[src/rtl/trap_pkg.sv]
// Shared definitions for the machine-mode trap unit: CSR addresses, cause
// codes, CSR write-mode encodings and the trap sequencer state type.
package trap_pkg;

  localparam logic [11:0] CSR_MSTATUS = 12'h300;
  localparam logic [11:0] CSR_MIE     = 12'h304;
  localparam logic [11:0] CSR_MTVEC   = 12'h305;
  localparam logic [11:0] CSR_MEPC    = 12'h341;
  localparam logic [11:0] CSR_MCAUSE  = 12'h342;
  localparam logic [11:0] CSR_MTVAL   = 12'h343;
  localparam logic [11:0] CSR_MIP     = 12'h344;

  localparam int unsigned MSTATUS_MIE_BIT  = 3;
  localparam int unsigned MSTATUS_MPIE_BIT = 7;
  localparam int unsigned IRQ_BASE         = 16;

  localparam logic [4:0] CAUSE_ILLEGAL     = 5'd2;
  localparam logic [4:0] CAUSE_LOAD_FAULT  = 5'd5;
  localparam logic [4:0] CAUSE_STORE_FAULT = 5'd7;
  localparam logic [4:0] CAUSE_ECALL_M     = 5'd11;

  typedef enum logic [1:0] {
    WSC_NONE  = 2'b00,
    WSC_WRITE = 2'b01,
    WSC_SET   = 2'b10,
    WSC_CLEAR = 2'b11
  } wsc_e;

  typedef enum logic [1:0] {
    ST_IDLE  = 2'd0,
    ST_TAKE  = 2'd1,
    ST_DRAIN = 2'd2
  } state_e;

  // Interrupt cause code for external line idx.
  function automatic logic [4:0] irq_code(input logic [3:0] idx);
    return 5'(IRQ_BASE) + {1'b0, idx};
  endfunction

endpackage

[src/rtl/trap_csr_file.sv]
// Machine-mode trap CSR storage, combinational read mux and write/set/clear
// logic. Vectored mtvec mode is compiled in with TRAP_VECTORED_EN.
module trap_csr_file
  import trap_pkg::*;
#(
  parameter int unsigned XLEN    = 32,
  parameter int unsigned NUM_IRQ = 4
) (
  input  logic                clk,
  input  logic                rst,
  input  logic                csr_we,
  input  logic [1:0]          csr_wsc_mode,
  input  logic [11:0]         csr_addr,
  input  logic [XLEN-1:0]     csr_wdata,
  input  logic [NUM_IRQ-1:0]  irq,
  input  logic                trap_take,
  input  logic [XLEN-1:0]     trap_epc,
  input  logic [XLEN-1:0]     trap_cause,
  input  logic [XLEN-1:0]     trap_tval,
  input  logic                mret_take,
  output logic [XLEN-1:0]     csr_rdata,
  output logic                mie_en,
  output logic [NUM_IRQ-1:0]  mie_bits,
  output logic [XLEN-1:0]     mtvec_val,
  output logic [XLEN-1:0]     mepc_val
);

  logic               status_mie;
  logic               status_mpie;
  logic [NUM_IRQ-1:0] mie_q;
  logic [XLEN-1:2]    mtvec_base;
  logic               mtvec_vec;
  logic [XLEN-1:2]    mepc_hi;
  logic [XLEN-1:0]    mcause_q;
  logic [XLEN-1:0]    mtval_q;
  logic [XLEN-1:0]    rd_val;
  logic [XLEN-1:0]    wr_val;

  // mepc is word aligned; the low PC bits are dropped on capture.
  logic unused_epc;
  assign unused_epc = ^trap_epc[1:0];

  assign mie_en    = status_mie;
  assign mie_bits  = mie_q;
  assign mtvec_val = {mtvec_base, 1'b0, mtvec_vec};
  assign mepc_val  = {mepc_hi, 2'b00};
  assign csr_rdata = rd_val;

  // Combinational read of the addressed CSR; unmapped addresses read zero.
  always_comb begin
    rd_val = '0;
    case (csr_addr)
      CSR_MSTATUS: begin
        rd_val[MSTATUS_MIE_BIT]  = status_mie;
        rd_val[MSTATUS_MPIE_BIT] = status_mpie;
      end
      CSR_MIE:    rd_val[IRQ_BASE +: NUM_IRQ] = mie_q;
      CSR_MIP:    rd_val[IRQ_BASE +: NUM_IRQ] = irq;
      CSR_MTVEC:  rd_val = mtvec_val;
      CSR_MEPC:   rd_val = mepc_val;
      CSR_MCAUSE: rd_val = mcause_q;
      CSR_MTVAL:  rd_val = mtval_q;
      default:    rd_val = '0;
    endcase
  end

  // New CSR value: set/clear act bitwise on the value currently read back.
  always_comb begin
    wr_val = rd_val;
    case (wsc_e'(csr_wsc_mode))
      WSC_WRITE: wr_val = csr_wdata;
      WSC_SET:   wr_val = rd_val | csr_wdata;
      WSC_CLEAR: wr_val = rd_val & ~csr_wdata;
      default:   wr_val = rd_val;
    endcase
  end

  // CSR state: trap entry, mret, then software writes (mutually exclusive).
  always_ff @(posedge clk) begin
    if (rst) begin
      status_mie  <= 1'b0;
      status_mpie <= 1'b0;
      mie_q       <= '0;
      mtvec_base  <= '0;
      mtvec_vec   <= 1'b0;
      mepc_hi     <= '0;
      mcause_q    <= '0;
      mtval_q     <= '0;
    end else if (trap_take) begin
      mepc_hi     <= trap_epc[XLEN-1:2];
      mcause_q    <= trap_cause;
      mtval_q     <= trap_tval;
      status_mpie <= status_mie;
      status_mie  <= 1'b0;
    end else if (mret_take) begin
      status_mie  <= status_mpie;
      status_mpie <= 1'b1;
    end else if (csr_we) begin
      case (csr_addr)
        CSR_MSTATUS: begin
          status_mie  <= wr_val[MSTATUS_MIE_BIT];
          status_mpie <= wr_val[MSTATUS_MPIE_BIT];
        end
        CSR_MIE:    mie_q <= wr_val[IRQ_BASE +: NUM_IRQ];
        CSR_MTVEC: begin
          mtvec_base <= wr_val[XLEN-1:2];
`ifdef TRAP_VECTORED_EN
          // Reserved modes 10/11 collapse to direct mode.
          mtvec_vec  <= (wr_val[1:0] == 2'b01);
`else
          mtvec_vec  <= 1'b0;
`endif
        end
        CSR_MEPC:   mepc_hi  <= wr_val[XLEN-1:2];
        CSR_MCAUSE: mcause_q <= wr_val;
        CSR_MTVAL:  mtval_q  <= wr_val;
        default: ;
      endcase
    end
  end

endmodule

[src/rtl/trap_unit.sv]
// Machine-mode trap unit: event prioritisation, trap/mret sequencer and
// pipeline redirect/flush control. Define TRAP_VECTORED_EN for vectored
// interrupt targets.
module trap_unit
  import trap_pkg::*;
#(
  parameter int unsigned XLEN    = 32,
  parameter int unsigned NUM_IRQ = 4
) (
  input  logic                clk,
  input  logic                rst,
  input  logic                csr_rw,
  input  logic [1:0]          csr_wsc_mode,
  input  logic [11:0]         csr_addr,
  input  logic [XLEN-1:0]     csr_wdata,
  output logic [XLEN-1:0]     csr_rdata,
  input  logic                illegal_inst,
  input  logic                ecall_m,
  input  logic                l_access_fault,
  input  logic                s_access_fault,
  input  logic                mret,
  input  logic [NUM_IRQ-1:0]  irq,
  input  logic [XLEN-1:0]     epc_cur,
  input  logic [XLEN-1:0]     epc_next,
  input  logic [XLEN-1:0]     fault_addr,
  output logic [XLEN-1:0]     PC_redirect,
  output logic                redirect_mux,
  output logic                reg_FD_flush,
  output logic                reg_DE_flush,
  output logic                reg_EM_flush,
  output logic                reg_MW_flush,
  output logic                RegWrite_cancel,
  output logic                busy
);

  state_e             state;
  logic               take_q;
  logic               busy_q;
  logic [XLEN-1:0]    pc_q;

  logic               mie_en;
  logic [NUM_IRQ-1:0] mie_bits;
  logic [XLEN-1:0]    mtvec_val;
  logic [XLEN-1:0]    mepc_val;

  logic [NUM_IRQ-1:0] irq_hit;
  logic               irq_found;
  logic [3:0]         irq_idx;

  logic               ev_exc;
  logic               ev_irq;
  logic               ev_mret;
  logic [XLEN-1:0]    ev_cause;
  logic [XLEN-1:0]    ev_tval;
  logic [XLEN-1:0]    ev_epc;

  logic               in_idle;
  logic               trap_take;
  logic               mret_take;
  logic               csr_we;
  logic [XLEN-1:0]    trap_base;
  logic [XLEN-1:0]    trap_target;

  // Lowest-numbered enabled pending interrupt line.
  always_comb begin
    irq_hit   = irq & mie_bits;
    irq_found = 1'b0;
    irq_idx   = '0;
    for (int unsigned i = 0; i < NUM_IRQ; i++) begin
      if (!irq_found && irq_hit[i]) begin
        irq_found = 1'b1;
        irq_idx   = 4'(i);
      end
    end
  end

  // Fixed-priority event selection with cause, tval and return PC.
  always_comb begin
    ev_exc   = 1'b0;
    ev_irq   = 1'b0;
    ev_mret  = 1'b0;
    ev_cause = '0;
    ev_tval  = '0;
    ev_epc   = epc_cur;
    if (illegal_inst) begin
      ev_exc        = 1'b1;
      ev_cause[4:0] = CAUSE_ILLEGAL;
    end else if (ecall_m) begin
      ev_exc        = 1'b1;
      ev_cause[4:0] = CAUSE_ECALL_M;
    end else if (l_access_fault) begin
      ev_exc        = 1'b1;
      ev_cause[4:0] = CAUSE_LOAD_FAULT;
      ev_tval       = fault_addr;
    end else if (s_access_fault) begin
      ev_exc        = 1'b1;
      ev_cause[4:0] = CAUSE_STORE_FAULT;
      ev_tval       = fault_addr;
    end else if (mie_en && irq_found) begin
      ev_irq           = 1'b1;
      ev_cause[XLEN-1] = 1'b1;
      ev_cause[4:0]    = irq_code(irq_idx);
      ev_epc           = epc_next;
    end else if (mret) begin
      ev_mret = 1'b1;
    end
  end

  assign in_idle   = (state == ST_IDLE);
  assign trap_take = in_idle && (ev_exc || ev_irq);
  assign mret_take = in_idle && ev_mret;
  assign csr_we    = in_idle && !(ev_exc || ev_irq || ev_mret) &&
                     csr_rw && (csr_wsc_mode != WSC_NONE);
  assign trap_base = {mtvec_val[XLEN-1:2], 2'b00};

`ifdef TRAP_VECTORED_EN
  // Vectored mode offsets interrupts only; exceptions always go to base.
  always_comb begin
    trap_target = trap_base;
    if (ev_irq && (mtvec_val[1:0] == 2'b01))
      trap_target = trap_base + XLEN'({irq_code(irq_idx), 2'b00});
  end
`else
  logic unused_mtvec_mode;
  assign unused_mtvec_mode = ^mtvec_val[1:0];
  assign trap_target       = trap_base;
`endif

  trap_csr_file #(
    .XLEN    (XLEN),
    .NUM_IRQ (NUM_IRQ)
  ) u_csr (
    .clk          (clk),
    .rst          (rst),
    .csr_we       (csr_we),
    .csr_wsc_mode (csr_wsc_mode),
    .csr_addr     (csr_addr),
    .csr_wdata    (csr_wdata),
    .irq          (irq),
    .trap_take    (trap_take),
    .trap_epc     (ev_epc),
    .trap_cause   (ev_cause),
    .trap_tval    (ev_tval),
    .mret_take    (mret_take),
    .csr_rdata    (csr_rdata),
    .mie_en       (mie_en),
    .mie_bits     (mie_bits),
    .mtvec_val    (mtvec_val),
    .mepc_val     (mepc_val)
  );

  // Trap sequencer IDLE -> TAKE -> DRAIN with registered control outputs.
  always_ff @(posedge clk) begin
    if (rst) begin
      state  <= ST_IDLE;
      take_q <= 1'b0;
      busy_q <= 1'b0;
      pc_q   <= '0;
    end else begin
      case (state)
        ST_IDLE: begin
          if (trap_take || mret_take) begin
            state  <= ST_TAKE;
            take_q <= 1'b1;
            busy_q <= 1'b1;
            pc_q   <= mret_take ? mepc_val : trap_target;
          end
        end
        ST_TAKE: begin
          state  <= ST_DRAIN;
          take_q <= 1'b0;
        end
        ST_DRAIN: begin
          state  <= ST_IDLE;
          busy_q <= 1'b0;
        end
        default: begin
          state  <= ST_IDLE;
          take_q <= 1'b0;
          busy_q <= 1'b0;
        end
      endcase
    end
  end

  assign PC_redirect     = pc_q;
  assign redirect_mux    = take_q;
  assign reg_FD_flush    = take_q;
  assign reg_DE_flush    = take_q;
  assign reg_EM_flush    = take_q;
  assign reg_MW_flush    = take_q;
  assign RegWrite_cancel = take_q;
  assign busy            = busy_q;

endmodule

[config.mk]
export PLATFORM = sky130hd
export DESIGN_NAME = trap_unit
export DESIGN_NICKNAME = d
export VERILOG_FILES = /design/src/rtl/trap_pkg.sv /design/src/rtl/trap_csr_file.sv /design/src/rtl/trap_unit.sv
export SDC_FILE = /design/constraint.sdc
export NUM_CORES = 1
export LEC_CHECK = 0
export CORE_MARGIN = 4
export CORE_UTILIZATION = 36
export CTS_CLUSTER_DIAMETER = 40
export DETAILED_ROUTE_END_ITERATION = 8
export GPL_TIMING_DRIVEN = 1
export SYNTH_ARGS = -nofsm -noshare
export SYNTH_HDL_FRONTEND = slang
export SYNTH_SLANG_ARGS = --single-unit
[constraint.sdc]
create_clock -name clk -period 6 [get_ports clk]
set_clock_uncertainty 0.1 [all_clocks]
set_input_delay 1.2 -clock clk [delete_from_list [all_inputs] [get_ports clk]]
set_output_delay 1.2 -clock clk [all_outputs]
set_load 0.05 [all_outputs]
==> results by group, run 1 <==
Yosys
  • Mapped cell area: ~9500 um^2
  • Post-synth ARST share: 0%
  • Dominant synthesized flop cell: dfxtp_1
  • Synth area leader: dfxtp_1
  • Compound-Gate Fraction of Synth Area: 30.9%
  • Post-Synth Simple-Gate Area: between 20% and 30%
  • Adder-cell share of the synthesized area: 0%
  • Synth Instances: 1,165
  • Synth warn: 0
  • Synth Area in XOR/XNOR: 1.85%
  • Yosys cell types: 67
  • Area contributors post-synth: dfxtp_1 35%, a211oi_1 7.3%, mux2i_1 5.3%
  • Multiplexer share of the synthesized area: 6.48%
  • Post-synthesis sequential area ratio: about a third
  • EDFF count, synth: 0
  • Synth top area share: between 30% and 40%
  • Syn avg cell area: 8.12 um^2
  • Largest family of logic cells by synthesized area: compound AO/OA/AOI/OAI gates
  • FF+latch count, synth: between 150 and 200

Setup path
  • Startpoint types: input pin
  • CP endpoint kind: output port
  • Kind of critical path: in2out
  • Arrival time of the worst setup path: approximately 3.8 ns
  • Slowest cell on crit path: and4_1
  • Worst path cell trace: clkdlybuf4s50_1 -> nor3_1 -> and4_1 -> a32oi_1 -> nand2_1 -> buf_12
  • Worst path required time: ~4.7 ns
  • R2R depth: 8
  • Max FO, Critical Path: 17
  • CP max stage delay: 0.79 ns

Clocking
  • PostCTS Resize Cnt: 0
  • Clock transition at path regs: approximately 0.070 ns
  • CTS root buf: clkbuf_16
  • TritonCTS Buffers: 17
  • CTS H-tree depth: 4
  • Clk Latency, worst-skew pair: 0.44 ns
  • Clock tree buffer depth: 2
  • Post-CTS Setup Inserts: 0
  • Hold_buf cts: 0
  • CTS tree: built
  • Clock sink count: 164

Hold path
  • Worst Hold Depth: 2
  • Hold crit path type: reg2reg

Drt
  • # DRC: 0
  • Drt via density: roughly 6.0
  • Vias: between 10,000 and 15,000
  • Initial DRC Count: about 1,000
  • Final ANT Viol Nets: 0
  • First-pass DRT Iterations: 5
  • Drt wl/cell: roughly 23 um
  • Total wire length: just under 40,000 um

STA
  • Fin crit period: between 5 and 6 ns
  • RSZ-0062 raised after global routing: false
  • Slew Limit Headroom: roughly 18%
  • Post-Route Setup TNS: 0 ns
  • Part of the cycle the worst path needs: between 80% and 90%
  • Final Hold Violating Endpoints: 0
  • Least-Margin Pin Slew: around 1.2 ns
  • FMAX: about 0.20 GHz
  • Max-slew violations: 0
  • Tightest hold margin: ~0.36 ns
  • Setup violators final: 0
  • Final WS setup: 0.885 ns

Finish
  • P&R area growth vs syn: 33.7%
  • Layout cell share with drive strength beyond 1: between 10% and 20%
  • Fillers: between 2,000 and 3,000
  • Layout Nets: about 1,500
  • Most frequent cells in the layout: 185 x clkdlybuf4s50_1, 164 x dfxtp_1, 125 x nand2_1
  • Commonest non-fill, non-tap cell in the layout: clkdlybuf4s50_1

Global route
  • Pin count of the biggest net entering global routing: 66
  • First-pass GRT wire length: between 50,000 and 60,000 um
  • Global route overflow: 0
  • Vias in the first global route: between 9,000 and 10,000
  • Total GRT Usage: roughly 26%
  • Initial antenna violation count: 2

Power and ir drop
  • VDD IR max: between 0.15 and 0.2 mV
  • Pwr dens: roughly 240 nW/um^2
  • Total power: approximately 0.0030 W
  • Leakage: approximately 4.7 nW

Place
  • DP Wirelength: roughly 26,000 um
  • Buffers on Ports: 218
  • GPL Wtd Cong: 0.919
  • Place WS: 0.997 ns

Die
  • IO Count: approximately 230
  • # rows: 59
  • Core area: roughly 26,000 um^2
  • Die ar.: 28,900 um^2
  • Chip Height: about 170 um
  • Die width: 170 um
  • Initial Util: between 30% and 40%

Job
  • Max-cap violations: 0

Status
  • Status: complete, no violations
==> cell usage after synthesis (all sizes together), types with 8 or more instances <==
| cell type | n |
|---|---|
| a21oi | 66 |
| a211o | 8 |
| o21ai | 58 |
| a2bb2oi | 27 |
| o221ai | 20 |
| or2 | 22 |
| dfxtp | 164 |
| a32o | 12 |
| nor4 | 20 |
| buf | 42 |
| a221oi | 9 |
| mux2 | 10 |
| nand3b | 9 |
| xnor2 | 14 |
| a22oi | 21 |
| nor2 | 124 |
| a31oi | 25 |
| nand3 | 20 |
| a211oi | 99 |
| nand2 | 125 |
| nand4 | 16 |
| a22o | 14 |
| nor3 | 18 |
| clkbuf | 71 |
| o22ai | 16 |
| mux2i | 50 |
==> where the power goes <==
part	internal, W	switching, W
clock network	0.000578	0.000498
logic	0.000274	0.000417
registers	0.00116	0.0000528
total	0.00202	0.000967
==> area by class of cell <==
class	instances	area, um^2	area share, %
well taps	335	419	3.32
clock inverters	13	126	1.00
multi-input cells	883	5690	45.0
repair buffers	254	2670	21.1
clock buffers	19	433	3.42
inverters	6	22.5	0.178
flip-flops and latches	164	3280	26.0
diodes	1	2.50	0.0198
==> metrics by stage <==
step / instance area (um^2) / utilization (%) / cells
finish: 12600 / 48.8 / 1675
global route: 12600 / 48.8 / 1675
CTS: 12600 / 48.8 / 1674
detailed placement: 12100 / 46.6 / 1642
global placement: 12100 / 46.6 / 1642
floorplan: 9460 / - / 1166
==> critical path, delay by kind of cell <==
kind            cells  cell delay, ns
compound gates      1            0.25
simple gates        3            1.61
buf+inv             2            0.74
==> per-layer routing <==
metal	global-route usage (%)	share of wire, %
met1	36.3	44
met2	40.1	44
met3	4.90	9.1
met4	7.60	2.4
met5	0	0.031
==> worst paths after layout <==
check | from | endpoint | slack (ns)
hold reg to reg | u_csr.mcause_q[22] | u_csr.mcause_q[22] | 0.36
setup reg to reg | state[1] | u_csr.mepc_hi[11] | 3.00
hold / removal | u_csr.mcause_q[22] | u_csr.mcause_q[22] | 0.36
setup / recovery | csr_addr[3] | csr_rdata[4] | 0.89
==> cells by family (layout without fill, tap and decap cells) <==
group                  after synthesis  count (layout)
AO/OA/AOI/OAI                      408             408
AND/OR/NAND/NOR                    393             393
flip-flops                         164             164
buffers and inverters              119             292
multiplexers                        60              60
XOR/XNOR                            20              20
other                                1               3
==> sequential cells by signal, indices dropped and copies added (netlist names) <==
register,cells
u_csr.mepc_hi,30
u_csr.mtval_q,32
u_csr.mie_bits,4
RegWrite_cancel,1
u_csr.mcause_q,32
busy,1
u_csr.mtvec_base,30
u_csr.mie_en,1
u_csr.status_mpie,1
PC_redirect,30
state,2
(Power assumes the default switching activity.)
==> run 2, diff against run 1 <==
- SYNTH_HIERARCHICAL: default -> 1
==> run 2 against run 1 <==
Hold slack improved by 0.0080 ns. Die area is 21% higher. Non-clock buffer count rose by 24. Final cell count increased by 24%. Largest cell class unchanged. Sequential share of layout area fell by 3.3 points. Maximum frequency shrank 6.6%. Total power is 0.31% lower. Routed wire length rose by 23%. Combinational power fell by 4.8%. Utilization shrank 2.4 points. Area after synthesis up 22%. Via count rose by 27%.
==> results by group, run 2 <==
Status
  • Status: complete, no violations

STA
  • Slew Limit Headroom: 19.6%
  • Part of the cycle the worst path needs: 91.3%
  • Max-slew violations: 0
  • Post-Route Setup TNS: 0 ns
  • Final Hold Violating Endpoints: 0
  • Fin crit period: 5.48 ns
  • RSZ-0062 raised after global routing: false
  • Least-Margin Pin Slew: about 1.2 ns
  • Final WS setup: between 0.5 and 0.6 ns
  • Setup violators final: 0
  • FMAX: between 0.15 and 0.2 GHz

Die
  • Die ar.: 34,900 um^2
  • IO Count: between 200 and 250
  • # rows: between 60 and 70
  • Core area: about 32,000 um^2
  • Chip Height: around 190 um
  • Die width: 187 um
  • Initial Util: 36.5%

Clocking
  • Clock tree buffer depth: 2
  • Clock sink count: ~170
  • PostCTS Resize Cnt: 0
  • Post-CTS Setup Inserts: 0
  • Hold_buf cts: 0
  • TritonCTS Buffers: 17
  • CTS root buf: clkbuf_16
  • Clock transition at path regs: roughly 0.07 ns
  • CTS H-tree depth: 4
  • CTS tree: built
  • Clk Latency, worst-skew pair: about 0.43 ns

Drt
  • Total wire length: around 48,000 um
  • Drt via density: ~6.1
  • First-pass DRT Iterations: 7
  • Initial DRC Count: ~1,600
  • # DRC: 0
  • Drt wl/cell: 22.8 um
  • Final ANT Viol Nets: 0
  • Vias: around 13,000

Setup path
  • RR Endpoint: u_csr/mtvec_base[14]
  • Worst path required time: approximately 4.7 ns
  • Max FO, Critical Path: 23
  • Slowest cell on crit path: clkdlybuf4s50_1
  • CP endpoint kind: output port
  • Arrival time of the worst setup path: around 4.2 ns
  • CP max stage delay: 0.83 ns
  • R2r startpoint: state[1]
  • Kind of critical path: in2out
  • Reg2reg setup slack: between 2 and 2.5 ns
  • Worst path cell trace: clkdlybuf4s50_1 -> or4_4 -> nor4_4 -> buf_4 -> a221o_1 -> clkdlybuf4s50_1
  • R2R depth: 11
  • Startpoint types: input pin
  • CP most frequent cell: clkdlybuf4s50_1

Power and ir drop
  • VDD IR max: between 0.15 and 0.2 mV
  • Total power: between 0.002 and 0.003 W
  • Pwr dens: around 200 nW/um^2
  • P_sw: ~0.00095 W
  • Sequential share of power: roughly two fifths
  • Combinational power share: between 20% and 30%
  • Clk network pwr share: 37.2%
  • Cell Int Power: roughly 0.0020 W
  • Switching share of power: about a third
  • Leakage: between 4 and 5 nW

Hold path
  • Hold wc startpoint: state[1]
  • Worst Hold Depth: 1
  • Hold crit path type: reg2reg
  • Hold Path End: state[1]

Global route
  • Vias in the first global route: approximately 11,000
  • Initial antenna violation count: 5
  • Global route overflow: 0
  • Pin count of the biggest net entering global routing: 61
  • First-pass GRT wire length: a little over 70,000 um
  • Total GRT Usage: about 26%

Yosys
  • Mapped cell area: 11,500 um^2
  • Syn avg cell area: between 7 and 8 um^2
  • Synth warn: 6
  • Synth Instances: 1,498

Finish
  • Most frequent cells in the layout: 196 x clkdlybuf4s50_1, 179 x nand2_1, 166 x dfxtp_1
  • Commonest non-fill, non-tap cell in the layout: clkdlybuf4s50_1
  • Fillers: roughly 3,200
  • Layout cell share with drive strength beyond 1: a little under an eighth
  • Area of the multi-input gates: approximately 7600 um^2
  • Final core occ: approximately 46%
  • Register area: about 3300 um^2
  • P&R area growth vs syn: 27.2%
  • Layout Nets: between 1,500 and 2,000

Place
  • Place WS: about 0.53 ns
  • DP Wirelength: between 30,000 and 40,000 um
  • Buffers on Ports: 220
  • GPL Wtd Cong: slightly above 0.9

Job
  • Max-cap violations: 0
## run 2: cell type report
cell class                      count  area share (%)
Antenna cell                        3          0.0513
Clock buffer                       20            3.05
Clock inverter                     12           0.821
Inverter                           23           0.590
Multi-Input combinational cell   1181            51.8
Sequential cell                   166            22.7
Tap cell                          402            3.44
Timing Repair Buffer              278            17.6
## run 2: per-stage QoR
| stage | hold slack, ns | instances | area [um^2] |
|---|---|---|---|
| after floorplan | 0.319 | 1524 | 11600 |
| after global placement | 0.340 | 2050 | 14100 |
| after detailed placement | 0.350 | 2050 | 14100 |
| after CTS | 0.360 | 2082 | 14600 |
| after global routing | 0.383 | 2085 | 14600 |
| final | 0.366 | 2085 | 14600 |
## run 2: layer usage
layer	vias to the layer above	wire length, um	GRT usage [%]
li1	5991	-	-
met3	52	4610	5.42
met1	6050	22900	40.8
met2	652	19100	35.5
met4	4	970	6.71
met5	-	21	0
## run 2: how the worst max path moves through the flow
stage | from | end | cells after the start
2_1_floorplan | csr_addr[10] | csr_rdata[9] | 7
3_3_place_gp | csr_addr[4] | csr_rdata[5] | 6
3_5_place_dp | csr_addr[4] | csr_rdata[5] | 6
4_1_cts | csr_addr[4] | csr_rdata[5] | 6
5_1_grt | csr_addr[4] | csr_rdata[30] | 6
6_report | csr_addr[4] | csr_rdata[29] | 6
## run 2: critical path: cells and delay by family
kind	cells	cell delay, ns
buffers and inverters	3	1.61
AND/OR/NAND/NOR	2	1.06
AO/OA/AOI/OAI	1	0.28
## run 2: power groups by stage
stage	Sequential [W]	Combinational (W)	Clock [W]
2_1_floorplan	0.00123	0.000380	0
3_3_place_gp	0.00123	0.000640	0
3_5_place_dp	0.00123	0.000644	0
4_1_cts	0.00121	0.000647	0.00112
5_1_grt	0.00121	0.000709	0.00117
6_report	0.00121	0.000658	0.00111
